`config.mk`:
```
export PLATFORM = sky130hd
export DESIGN_NAME = seg7_triple_display
export DESIGN_NICKNAME = d
export VERILOG_FILES = /design/src/rtl/seg7_pkg.sv /design/src/rtl/bcd_dabble6.sv /design/src/rtl/seg7_triple_display.sv
export SDC_FILE = /design/constraint.sdc
export NUM_CORES = 1
export LEC_CHECK = 0
export ABC_AREA = 0
export BUFFER_PORTS_ARGS = -buffer_cell sky130_fd_sc_hd__buf_2
export CAP_MARGIN = 0
export CORE_MARGIN = 1
export CORE_UTILIZATION = 55
export CTS_BUF_LIST = sky130_fd_sc_hd__clkbuf_8
export CTS_CLUSTER_DIAMETER = 200
export DETAILED_ROUTE_END_ITERATION = 12
export GPL_TIMING_DRIVEN = 0
export PLACE_DENSITY = 0.74
export SLEW_MARGIN = 10
export SYNTH_ARGS = -nofsm -noshare
export SYNTH_HDL_FRONTEND = slang
export SYNTH_SLANG_ARGS = --single-unit
```
`constraint.sdc`:
```
create_clock -name clk -period 3.3 [get_ports clk]
set_clock_uncertainty 0.1 [all_clocks]
set_input_delay 0.66 -clock clk [delete_from_list [all_inputs] [get_ports clk]]
set_output_delay 0.66 -clock clk [all_outputs]
set_load 0.05 [all_outputs]
```
`src/rtl/seg7_pkg.sv`:
```
// Shared definitions for the triple two-digit seven-segment display:
// conversion FSM states, active-low {g..a} glyphs and the digit count.
package seg7_pkg;

    typedef enum logic [1:0] {
        StIdle   = 2'd0,
        StShift  = 2'd1,
        StCommit = 2'd2
    } state_t;

    localparam int unsigned NUM_DIGITS = 6;

    localparam logic [6:0] SEG_0     = 7'b1000000;
    localparam logic [6:0] SEG_1     = 7'b1111001;
    localparam logic [6:0] SEG_2     = 7'b0100100;
    localparam logic [6:0] SEG_3     = 7'b0110000;
    localparam logic [6:0] SEG_4     = 7'b0011001;
    localparam logic [6:0] SEG_5     = 7'b0010010;
    localparam logic [6:0] SEG_6     = 7'b0000010;
    localparam logic [6:0] SEG_7     = 7'b1111000;
    localparam logic [6:0] SEG_8     = 7'b0000000;
    localparam logic [6:0] SEG_9     = 7'b0010000;
    localparam logic [6:0] SEG_BLANK = 7'b1111111;

    // Non-decimal codes cannot occur; they map to a blank digit.
    function automatic logic [6:0] bcd_to_seg(input logic [3:0] digit);
        logic [6:0] glyph;
        case (digit)
            4'd0:    glyph = SEG_0;
            4'd1:    glyph = SEG_1;
            4'd2:    glyph = SEG_2;
            4'd3:    glyph = SEG_3;
            4'd4:    glyph = SEG_4;
            4'd5:    glyph = SEG_5;
            4'd6:    glyph = SEG_6;
            4'd7:    glyph = SEG_7;
            4'd8:    glyph = SEG_8;
            4'd9:    glyph = SEG_9;
            default: glyph = SEG_BLANK;
        endcase
        return glyph;
    endfunction

endpackage

```
`src/rtl/bcd_dabble6.sv`:
```
// Sequential double-dabble: 6-bit binary to tens (3 bits) / ones (4 bits).
// start loads the operand, each step does one correct-then-shift, and
// done flags the step that completes the sixth shift.
module bcd_dabble6 (
    input  logic       clk,
    input  logic       rst,
    input  logic       start,
    input  logic       step,
    input  logic [5:0] bin,
    output logic [2:0] tens,
    output logic [3:0] ones,
    output logic       done
);

    logic [5:0]  bin_q;
    logic [2:0]  tens_q;
    logic [3:0]  ones_q;
    logic [2:0]  cnt_q;
    logic [2:0]  tens_adj;
    logic [3:0]  ones_adj;
    logic [12:0] shifted;

    // Add-3 correction on each BCD field, then shift the whole vector left.
    always_comb begin
        tens_adj = (tens_q >= 3'd5) ? tens_q + 3'd3 : tens_q;
        ones_adj = (ones_q >= 4'd5) ? ones_q + 4'd3 : ones_q;
        shifted  = {tens_adj, ones_adj, bin_q} << 1;
    end

    // Operand, accumulators and step count.
    always_ff @(posedge clk) begin
        if (rst) begin
            bin_q  <= '0;
            tens_q <= '0;
            ones_q <= '0;
            cnt_q  <= '0;
        end else if (start) begin
            bin_q  <= bin;
            tens_q <= '0;
            ones_q <= '0;
            cnt_q  <= '0;
        end else if (step) begin
            tens_q <= shifted[12:10];
            ones_q <= shifted[9:6];
            bin_q  <= shifted[5:0];
            cnt_q  <= cnt_q + 3'd1;
        end
    end

    assign done = step && (cnt_q == 3'd5);
    assign tens = tens_q;
    assign ones = ones_q;

endmodule

```
`src/rtl/seg7_triple_display.sv`:
```
// Shows three 6-bit values as two decimal digits each on a six-digit
// multiplexed, active-low seven-segment display. A load strobe starts a
// 6-step BCD conversion; results are committed to the display at once.
// Optional build macro SEG7_LZ_BLANK_EN blanks tens digits equal to zero.
module seg7_triple_display
    import seg7_pkg::*;
#(
    parameter int unsigned REFRESH_DIV = 50000,
    parameter int unsigned CNT_W       = 16
) (
    input  logic       clk,
    input  logic       rst,
    input  logic [5:0] value1,
    input  logic [5:0] value2,
    input  logic [5:0] value3,
    input  logic       load,
    output logic       busy,
    output logic [6:0] seg,
    output logic       dp,
    output logic [5:0] an
);

    localparam logic [CNT_W-1:0] PRESC_LAST = CNT_W'(REFRESH_DIV - 1);
    localparam logic [2:0]       IDX_LAST   = 3'(NUM_DIGITS - 1);

    state_t state_q;
    logic   busy_q;
    logic   start;
    logic   step;

    // Unit 0 converts value3, unit 2 converts value1 (digit order on display).
    logic [2:0][5:0] vals;
    logic [2:0][2:0] tens;
    logic [2:0][3:0] ones;
    logic [2:0]      done;

    logic [NUM_DIGITS-1:0][3:0] disp_q;
    logic [NUM_DIGITS-1:0][3:0] disp_d;
    logic [CNT_W-1:0]           presc_q;
    logic [CNT_W-1:0]           presc_d;
    logic [2:0]                 idx_q;
    logic [2:0]                 idx_d;
    logic [3:0]                 digit;
    logic [6:0]                 seg_q;
    logic [6:0]                 seg_d;
    logic [5:0]                 an_q;
    logic [5:0]                 an_d;

    assign vals  = {value1, value2, value3};
    assign start = (state_q == StIdle) && load;
    assign step  = (state_q == StShift);

    for (genvar u = 0; u < 3; u++) begin : g_dabble
        bcd_dabble6 u_dabble (
            .clk   (clk),
            .rst   (rst),
            .start (start),
            .step  (step),
            .bin   (vals[u]),
            .tens  (tens[u]),
            .ones  (ones[u]),
            .done  (done[u])
        );
    end

    // Conversion control: IDLE -> SHIFT (6 steps) -> COMMIT -> IDLE.
    always_ff @(posedge clk) begin
        if (rst) begin
            state_q <= StIdle;
            busy_q  <= 1'b0;
        end else begin
            unique case (state_q)
                StIdle: begin
                    if (load) begin
                        state_q <= StShift;
                        busy_q  <= 1'b1;
                    end
                end
                StShift: begin
                    if (&done) begin
                        state_q <= StCommit;
                    end
                end
                StCommit: begin
                    state_q <= StIdle;
                    busy_q  <= 1'b0;
                end
                default: begin
                    state_q <= StIdle;
                    busy_q  <= 1'b0;
                end
            endcase
        end
    end

    // Next display contents, prescaler and digit index, plus the glyph for
    // the digit that becomes active; seg and an are registered together.
    always_comb begin
        disp_d = disp_q;
        if (state_q == StCommit) begin
            for (int i = 0; i < 3; i++) begin
                disp_d[2*i]   = ones[i];
                disp_d[2*i+1] = {1'b0, tens[i]};
            end
        end

        presc_d = presc_q + CNT_W'(1);
        idx_d   = idx_q;
        if (presc_q == PRESC_LAST) begin
            presc_d = '0;
            idx_d   = (idx_q == IDX_LAST) ? 3'd0 : idx_q + 3'd1;
        end

        digit = disp_d[idx_d];
        seg_d = bcd_to_seg(digit);
`ifdef SEG7_LZ_BLANK_EN
        // Odd digit positions hold tens.
        if (idx_d[0] && (digit == 4'd0)) begin
            seg_d = SEG_BLANK;
        end
`endif
        an_d = ~(6'b000001 << idx_d);
    end

    // Display registers and free-running scan.
    always_ff @(posedge clk) begin
        if (rst) begin
            disp_q  <= '0;
            presc_q <= '0;
            idx_q   <= '0;
            seg_q   <= SEG_0;
            an_q    <= 6'b111110;
        end else begin
            disp_q  <= disp_d;
            presc_q <= presc_d;
            idx_q   <= idx_d;
            seg_q   <= seg_d;
            an_q    <= an_d;
        end
    end

    assign busy = busy_q;
    assign seg  = seg_q;
    assign an   = an_q;
    assign dp   = 1'b1;

endmodule

```
==> results.yml <==
synthesis:
  post_synth.cell_area_avg_um2: 8.78
  synth_top_area_cell: "sky130_fd_sc_hd__dfxtp_1"
  post_synth_mux_area_share_pct: 9.91
  yosys.area_share.xor_xnor_pct: 4.47
  synth_top_cell_area_share_pct: 42.0
  synth_sequential_area_ratio_pct: 42.0
  synth_top_flop_cell: "sky130_fd_sc_hd__dfxtp_1"
  summed_instance_area_of_the_synthesized_netlist_um2: 5100
  synth_fp_nets: 623
  netlist_instances: 581
  synth_top_cells_by_area: "sky130_fd_sc_hd__dfxtp_1 42%, sky130_fd_sc_hd__a21oi_1 6.2%, sky130_fd_sc_hd__nor2_1 5.7%"
  asyncSetResetFlopFracSynth_pct: 0
  synth-simple-area-share_pct: 17.9
  distinct_cell_type_count_after_synthesis: 51
  synth_enable_flop_cells: 0
  ys_warn_count: 0
  combinational_family_with_the_most_area_after_synthesis: "simple AND/OR/NAND/NOR gates"
  number_of_synthesized_register_bits: 107
  synth_fa_ha_area_share_pct: 5.15
  synth_compound_gate_area_share_pct: 15.3
power:
  worst_ir_drop_vdd_v: 0.000307
  power_leakage_nw: 2.21
  switching_power_uw: 647
  internal-power_mw: 1.68
  seq_power_share_pct: 57.4
  switching_share_pct: 27.8
  power_density_nw_per_um2: 415
  p_clk_share_pct: 35.8
  p_comb_share_pct: 6.8
cts:
  ctsLongestPathBuffers: 2
  tritoncts_buffer_count: 9
  clock_network_latency_to_the_later_pin_of_the_worst_skew_pair_ns: 0.39
  cts_sinks: 107
  clkSlewWorstSetupHoldPaths_ns: 0.12
  post_cts_setup_buffers: 0
  cts.htree.levels: 3
  post_cts.resized_instances: 0
  cts_tree: "done"
  cts_hold_buf: 0
  buffer_cell_driving_the_clock_tree_root: "sky130_fd_sc_hd__clkbuf_8"
timing:
  maxSlewViolCount: 0
  final_period_minus_worst_setup_slack_ns: 3.10
  finalHoldViolCount: 0
  grt_setup_unrepaired: "false"
  worst-slew-pin-transition_ns: 0.706
  timing.slew.headroom_pct: 52.8
  timing.final.crit_share_pct: 93.9
  fmaxAchievable_mhz: 323
  finalHoldWorstSlack_ns: 0.357
  finalSetupViolCount: 0
  final.setup.tns_ns: 0
outcome:
  violations: "DRC"
  outcome: "finished, violations left"
finish:
  multi_input_comb_area_um2: 2690
  fillerInstances: 785
  stdcell_area_um2: 5610
  utilization_pct: 63.4
  finish.net_count: 666
  antenna_cells: 0
  final_layout_size_suffix_gt1_share_pct: 13.2
  final-seq-area_um2: 2140
  area_added_between_synthesis_and_finish_pct: 10.0
  layout.cells.non_filler: 737
placement:
  portBuffers: 33
  dpl-instance-area_um2: 5400
  detailed_place_hpwl_mm: 8.45
  placed_cells_incl_taps: 722
  gp_routability_congestion: 0.865
floorplanning:
  die_area_um2: 9660
  ioPinCount: 36
  fp.dieW_um: 98.3
  cell_rows: 34
  die_h_um: 98.3
  initial_core_util_pct: 57.6
  core_um2: 8850
setup_path:
  worst-path-max-fanout: 10
  cp_startpoint_kind: "flop"
  r2r-start: "presc_q[0]"
  critical_path.max_stage_delay_ns: 0.52
  crit_path_top_delay_cell: "sky130_fd_sc_hd__mux4_2"
  cp.required_ns: 3.47
  critical_path.cell_chain: "ha_1 > and3_1 > buf_2 > nand4_1 > buf_4 > buf_2 > nand2_1 > o31ai_1 > mux4_2 > inv_1 > ha_1 > a221oi_1"
  cp.arrival_ns: 3.27
  cells_on_worst_reg2reg_path: 12
  setup.worst_path.class: "reg2reg"
  end_kind: "flop"
  rrSetupSlack_ns: 0.20
  critical_path.reg2reg.endpoint: "seg[3]"
detailed_routing:
  postRouteAntennaNets: 0
  routed_via_density: 5.77
  drt_pass1_iterations: 8
  total_via_count_after_detailed_routing: 4255
  route.detailed.drc: 3
  avgRoutedWirePerCell_um: 15.6
  wirelength_mm: 11.5
  drt_iter0_drc: 234
grt:
  grt_start_max_net_pins: 23
  grt_pass1_vias: 4094
  grt_use_total_pct: 25.0
  overflow: 0
  number_of_antenna_violations_at_the_first_check_in_global_routing: 0
  grt_first_pass_wirelength_mm: 19.5
min_path:
  min-delay-path-class: "reg2reg"
  number_of_cells_on_the_worst_hold_path: 1
  min-delay-start: "presc_q[0]"
  holdPathEnd: "presc_q[0]"
run:
  max_cap_viol_count: 0
[registers in the layout (all words and copies together) (netlist names)]
name                     flops
presc_q                     16
g_dabble.u_dabble.cnt_q      9
g_dabble.u_dabble.bin_q     18
state_q                      2
busy                         1
an                           6
g_dabble.u_dabble.tens       9
idx_q                        3
disp_q                      24
g_dabble.u_dabble.ones      12
seg                          7
[worst max-delay path: cells and delay by family, from the launching register on]
family	cells	cell delay, ns
adders and majority gates	2	0.44
buffers and inverters	4	0.73
muxes	1	0.52
DFF	1	0.37
and+or+nand+nor	3	0.44
AOI/OAI and AO/OA	2	0.39
[routing by layer]
| layer | global-route usage, % | share of wire [%] | vias to the layer above |
|---|---|---|---|
| met5 | 0 | 0 | - |
| met4 | 8.84 | 2.4 | 0 |
| met2 | 41.1 | 46 | 131 |
| met3 | 5.87 | 5.2 | 24 |
| li1 | - | - | 2102 |
| met1 | 32.2 | 46 | 1998 |
[cell usage in the layout, fill, tap and decap left out, types with 2 or more instances in the layout]
cell,n
sky130_fd_sc_hd__nor2_1,78
sky130_fd_sc_hd__o211a_1,2
sky130_fd_sc_hd__clkinv_8,3
sky130_fd_sc_hd__clkbuf_8,9
sky130_fd_sc_hd__inv_8,3
sky130_fd_sc_hd__a22oi_1,17
sky130_fd_sc_hd__and4b_1,2
sky130_fd_sc_hd__a21o_1,2
sky130_fd_sc_hd__nor3_1,11
sky130_fd_sc_hd__and3_1,10
sky130_fd_sc_hd__xor2_1,17
sky130_fd_sc_hd__o21ai_0,14
sky130_fd_sc_hd__mux2_2,3
sky130_fd_sc_hd__nand2_1,61
sky130_fd_sc_hd__nor4b_2,2
sky130_fd_sc_hd__o21ai_1,2
sky130_fd_sc_hd__nand2b_1,5
sky130_fd_sc_hd__or4_1,2
sky130_fd_sc_hd__buf_2,40
sky130_fd_sc_hd__mux4_2,10
sky130_fd_sc_hd__o211ai_1,2
sky130_fd_sc_hd__xnor2_1,9
sky130_fd_sc_hd__and2_1,2
sky130_fd_sc_hd__nand3_1,20
sky130_fd_sc_hd__ha_1,21
sky130_fd_sc_hd__a2111oi_0,3
sky130_fd_sc_hd__a21oi_1,63
sky130_fd_sc_hd__o31ai_1,3
sky130_fd_sc_hd__a211oi_1,7
sky130_fd_sc_hd__a221oi_1,3
sky130_fd_sc_hd__and4_1,2
sky130_fd_sc_hd__dfxtp_1,107
sky130_fd_sc_hd__mux2i_1,22
sky130_fd_sc_hd__o32ai_1,2
sky130_fd_sc_hd__buf_1,5
sky130_fd_sc_hd__clkbuf_1,21
sky130_fd_sc_hd__buf_4,4
sky130_fd_sc_hd__inv_1,23
[cells in the mapped netlist (9+ instances only)]
master,number
sky130_fd_sc_hd__a21oi_1,63
sky130_fd_sc_hd__a22oi_1,17
sky130_fd_sc_hd__and3_1,10
sky130_fd_sc_hd__clkbuf_1,22
sky130_fd_sc_hd__dfxtp_1,107
sky130_fd_sc_hd__ha_1,21
sky130_fd_sc_hd__inv_1,23
sky130_fd_sc_hd__mux2i_1,22
sky130_fd_sc_hd__mux4_2,10
sky130_fd_sc_hd__nand2_1,61
sky130_fd_sc_hd__nand3_1,20
sky130_fd_sc_hd__nor2_1,78
sky130_fd_sc_hd__nor3_1,11
sky130_fd_sc_hd__o21ai_0,14
sky130_fd_sc_hd__xnor2_1,9
sky130_fd_sc_hd__xor2_1,17
[layout make-up]
class	instances	share of cell area, %
Multi-Input combinational cell	412	48.0
Sequential cell	107	38.2
Timing Repair Buffer	33	2.94
Clock inverter	7	1.63
Tap cell	108	2.41
Inverter	23	1.54
Clock buffer	9	2.21
Buffer	38	3.10
[logic make-up (layout without fill, tap and decap cells)]
family | Yosys count | in the layout
other | 1 | 1
AO/OA/AOI/OAI | 125 | 125
AND/OR/NAND/NOR | 202 | 202
adder cells (fa/ha/maj) | 21 | 21
multiplexers | 37 | 37
XOR/XNOR | 26 | 26
buffers and inverters | 62 | 110
flip-flops | 107 | 107
[how the worst max path moves through the flow]
stage                from  endpoint  slack [ns]  cells after the start
3_3_place_gp   presc_q[0]    seg[4]        0.31                     14
4_1_cts        presc_q[0]    seg[3]        0.20                     12
6_report       presc_q[0]    seg[3]        0.20                     12
3_5_place_dp   presc_q[0]    seg[3]        0.26                     12
2_1_floorplan  presc_q[0]    seg[5]        0.67                     14
5_1_grt        presc_q[0]    seg[3]        0.01                     12
[power groups by stage]
stage / registers (mW) / clock network (mW) / logic, mW
after floorplan: 1.37 / 0 / 0.103
after global placement: 1.37 / 0 / 0.153
after detailed placement: 1.37 / 0 / 0.158
after CTS: 1.34 / 0.849 / 0.159
after global routing: 1.34 / 0.906 / 0.179
final: 1.34 / 0.833 / 0.159
[stage by stage]
| stage | power [mW] | worst slack, ns |
|---|---|---|
| finish | 2.33 | 0.200 |
| global route | 2.43 | 0.0108 |
| CTS | 2.34 | 0.202 |
| detailed placement | 1.52 | 0.263 |
| global placement | 1.52 | 0.309 |
| floorplan | 1.47 | 0.669 |
Note: power is estimated with default switching activity, not from simulation.
